$ cat src/rtl/dmux_stream.sv
// Registered 1-to-N stream demultiplexer with per-channel one-entry output registers.
// Optional out-of-range drop counter is built when DMUX_STREAM_DROPCNT_EN is defined.
module dmux_stream #(
  parameter int WIDTH = 8,
  parameter int N     = 4,
  parameter int SELW  = 2
) (
  input  logic               clk,
  input  logic               rst_n,
  input  logic [WIDTH-1:0]   in_data,
  input  logic               in_valid,
  output logic               in_ready,
  input  logic [SELW-1:0]    sel,
  input  logic               bcast,
  output logic [N*WIDTH-1:0] out_data,
  output logic [N-1:0]       out_valid,
  input  logic [N-1:0]       out_ready,
  output logic [7:0]         drop_cnt
);

  logic [N-1:0] free;
  logic [N-1:0] hit;
  logic [N-1:0] load;
  logic         sel_ok;
  logic         accept;

  always_comb begin
    free = ~out_valid | out_ready;
    hit  = '0;
    for (int i = 0; i < N; i++) begin
      hit[i] = (sel == SELW'(i));
    end
    sel_ok = |hit;
    // Out-of-range words are always taken so they can be discarded without stalling.
    if (bcast) begin
      in_ready = &free;
    end else if (sel_ok) begin
      in_ready = |(free & hit);
    end else begin
      in_ready = 1'b1;
    end
    accept = in_valid & in_ready;
    if (!accept) begin
      load = '0;
    end else if (bcast) begin
      load = {N{1'b1}};
    end else begin
      load = hit;
    end
  end

  // Stage p0: per-channel output registers
  always_ff @(posedge clk or negedge rst_n) begin
    if (!rst_n) begin
      out_valid <= '0;
      out_data  <= '0;
    end else begin
      for (int i = 0; i < N; i++) begin
        if (load[i]) begin
          out_data[i*WIDTH +: WIDTH] <= in_data;
          out_valid[i]               <= 1'b1;
        end else if (out_valid[i] && out_ready[i]) begin
          out_valid[i] <= 1'b0;
        end
      end
    end
  end

`ifdef DMUX_STREAM_DROPCNT_EN
  function automatic logic [7:0] sat_inc(input logic [7:0] v);
    return (v == 8'hFF) ? v : v + 8'd1;
  endfunction

  logic [7:0] drop_cnt_p0;

  // Stage p0: saturating count of discarded out-of-range words
  always_ff @(posedge clk or negedge rst_n) begin
    if (!rst_n) begin
      drop_cnt_p0 <= '0;
    end else if (accept && !bcast && !sel_ok) begin
      drop_cnt_p0 <= sat_inc(drop_cnt_p0);
    end
  end

  assign drop_cnt = drop_cnt_p0;
`else
  assign drop_cnt = 8'd0;
`endif

endmodule

$ cat config.mk
export PLATFORM = sky130hd
export DESIGN_NAME = dmux_stream
export DESIGN_NICKNAME = d
export VERILOG_FILES = /design/src/rtl/dmux_stream.sv
export SDC_FILE = /design/constraint.sdc
export NUM_CORES = 1
export LEC_CHECK = 0
export ABC_AREA = 1
export CELL_PAD_IN_SITES_DETAIL_PLACEMENT = 1
export CELL_PAD_IN_SITES_GLOBAL_PLACEMENT = 1
export CORE_UTILIZATION = 35
export CTS_BUF_LIST = sky130_fd_sc_hd__clkbuf_4 sky130_fd_sc_hd__clkbuf_8 sky130_fd_sc_hd__clkbuf_16
export CTS_CLUSTER_DIAMETER = 60
export DETAILED_ROUTE_END_ITERATION = 10
export GPL_TIMING_DRIVEN = 0
export PLACE_DENSITY_LB_ADDON = 0.1
export SYNTH_ARGS = -nofsm -noshare
export SYNTH_HDL_FRONTEND = slang
export SYNTH_SLANG_ARGS = --single-unit
$ cat constraint.sdc
create_clock -name clk -period 2.45 [get_ports clk]
set_clock_uncertainty 0.2 [all_clocks]
set_input_delay 0.6125 -clock clk [delete_from_list [all_inputs] [get_ports clk]]
set_output_delay 0.6125 -clock clk [all_outputs]
set_load 0.005 [all_outputs]
==> impl_metrics.ini <==
[status]
status = complete, no violations

[layout]
finalNetCount = 275
n_antenna_cell = 0
fillers = 564
multi_input_comb_area_sq_um = 700.7
final_util_pct = 52.78
final_common_cell = nand2_1
layout_common_cells = nand2_1, clkdlybuf4s50_1, dfrtp_1
seqCellArea_sq_um = 900.9
synthToLayoutAreaGrowth_pct = 43.80
layout-drive-gt1-share_pct = 20.93

[job]
max_cap_viol_count = 0

[routing]
wire_per_inst_microns = 14.83
first_pass_iters = 4
drt_iter0_drc = 83
vias_per_cell = 4.769
vias = 1550
drc_errors = 0
postRouteAntennaNets = 0
routed_wirelength_mm = 4.819

[pwr]
ir_drop_uv = 305.0
power_leakage_nw = 1.262
p_per_area_nw_per_um2 = 812.3

[setup_path]
timing.rr.start = out_valid[0]
path_buf_inv = 3
worstSetupPathType = in2out
worstPathCellList = clkdlybuf4s50_1 -> inv_1 -> nand2_1 -> nand2_2 -> nand2_8 -> buf_6
critPathArrivalTime_ns = 1.46
required_ns = 1.64
r2r-end = out_data[17]
cpPeakStageDelay_ns = 0.45
slowest_stage = clkdlybuf4s50_1
cp-start-kind = input port
ff2ff_setup_slack_ns = 0.51
cp-end-kind = output port
reg2reg_depth = 10
crit_family = buffers and inverters
worstPathMaxFanout = 2

[floorplan]
die_h_microns = 72.85
die_w_microns = 72.85
rows = 25
start_util_pct = 36.71
boundaryPins = 63
dieArea_sq_um = 5306
core_sq_um = 4786

[sta]
finalMaxSlewViolations = 0
fin_crit_ns = 2.271
hold_slack_ns = 0.1930
hold_viol_final = 0
fmax_ghz = 0.4403
maxSlewHeadroom_pct = 46.63
worst_slack_ns = 0.1788
worstMarginPinSlew_ns = 0.8006
setup_viol = 0
fin_crit_sh_pct = 92.70
tns_ns = 0
rsz0062_at_grt = no

[grt]
antenna_found_initial = 0
track_usage_pct = 20.97
grt_pass1_wl_mm = 8.162
grt.overflow.total = 0
grt_max_degree = 37
first_global_vias = 1591

[cts]
clk_latency_ns = 0.30
cts_tree = yes
numCtsBuffers = 5
path_clk_slew_ns = 0.07
cts_root_buffer = clkbuf_8
cts-htree-levels = 2
clockBufferDepth = 2
ctsHoldBuffers = 0
cts.sinks = 36

[logic_synthesis]
syn_inst = 185
synth-warning-count = 0
avgSynthCellArea_sq_um = 9.496
ys_ff_latch = 36
netlist_area_sq_um = 1757
synth_cell_types = 21
ys_seq_area_share_pct = 51.28

[worst_hold_path]
hold_path.class = in2async

[placement]
port_buffers = 51
place_ws_ns = -0.6772
place_hpwl_mm = 3.381
globalplace.congestion = 0.7762
## Yosys cell counts
library cell	number	share of area (%)
conb_1	1	0.21
nand2_1	73	16
dfrtp_1	36	51
buf_4	9	3.8
nor2_1	1	0.21
inv_4	1	0.36
nand3_1	2	0.57
o21ai_1	1	0.28
buf_6	2	1.3
nand2_2	3	1.1
nand4_1	32	11
o21ai_2	4	2.0
inv_1	3	0.64
inv_2	3	0.64
buf_2	3	0.85
buf_8	2	1.7
buf_12	1	1.1
nand3_2	2	1.1
nand2_4	1	0.64
nand2_8	1	1.1
nand3_4	4	4.0
## worst max path at each step
stage          cells after the start          from       end
4_1_cts                            6         bcast  in_ready
6_report                           6  out_ready[3]  in_ready
5_1_grt                            6  out_ready[3]  in_ready
3_5_place_dp                       9  out_ready[2]  in_ready
3_3_place_gp                       9  out_ready[1]  in_ready
2_1_floorplan                      7        sel[1]  in_ready
## worst reg2reg max path, cell delays in order (launching register included)
cell and delay, ns:
dfrtp_1 0.40, nand2_2 0.10, nand2_1 0.05, o21ai_1 0.15, nand2_2 0.11, nand2_8 0.09
buf_4 0.16, buf_4 0.24, nand3_4 0.16, nand2_1 0.11, nand2_1 0.06
## flip-flops by register name, summed over array words and instances, names as in the netlist
name,count
out_data,32
out_valid,4
## report_power, final
part           leakage (nW)  internal [W]  total, W  switching, W
registers             0.449      0.000744  0.000833     0.0000887
logic                 0.755      0.000396  0.000682      0.000286
clock network        0.0586      0.000313  0.000537      0.000224
## area by class of cell
type                    instances  area share [%]
clock inverters                 2           1.387
flip-flops and latches         36           35.66
multi-input cells             132           27.74
clock buffers                   6           3.021
repair buffers                 59           22.39
inverters                       7           1.139
well taps                      67           3.318
plain buffers                  16           5.349
## metrics by stage
| stage | instances | area (sq um) | total power, W |
|---|---|---|---|
| 5_1_grt | 325 | 2526 | 0.002170 |
| 2_1_floorplan | 192 | 1783 | 0.001105 |
| 6_report | 325 | 2526 | 0.002052 |
| 4_1_cts | 325 | 2524 | 0.002071 |
| 3_5_place_dp | 310 | 2372 | 0.001519 |
| 3_3_place_gp | 310 | 2377 | 0.001503 |
## cells by family after synthesis
| logic type | count (synthesis) | share of synthesized area [%] |
|---|---|---|
| AO/OA/AOI/OAI | 5 | 2.279 |
| AND/OR/NAND/NOR | 119 | 35.75 |
| buffers and inverters | 24 | 10.47 |
| flip-flops | 36 | 51.28 |
| other | 1 | 0.2135 |
## timing repair
action | in CTS | in global routing
pin swaps | 4 | 0
cloned | 0 | 0
setup buffers | 8 | 0
gates resized for setup | 9 | 1
setup endpoints to repair | 1 | 1
## layer usage
metal,vias to the layer above,wire (microns),track usage [%]
li1,750,-,-
met1,736,2212,28.17
met5,-,0,0
met2,56,2279,33.23
met3,8,243,3.315
met4,0,84,9.804
(Power assumes the default switching activity.)
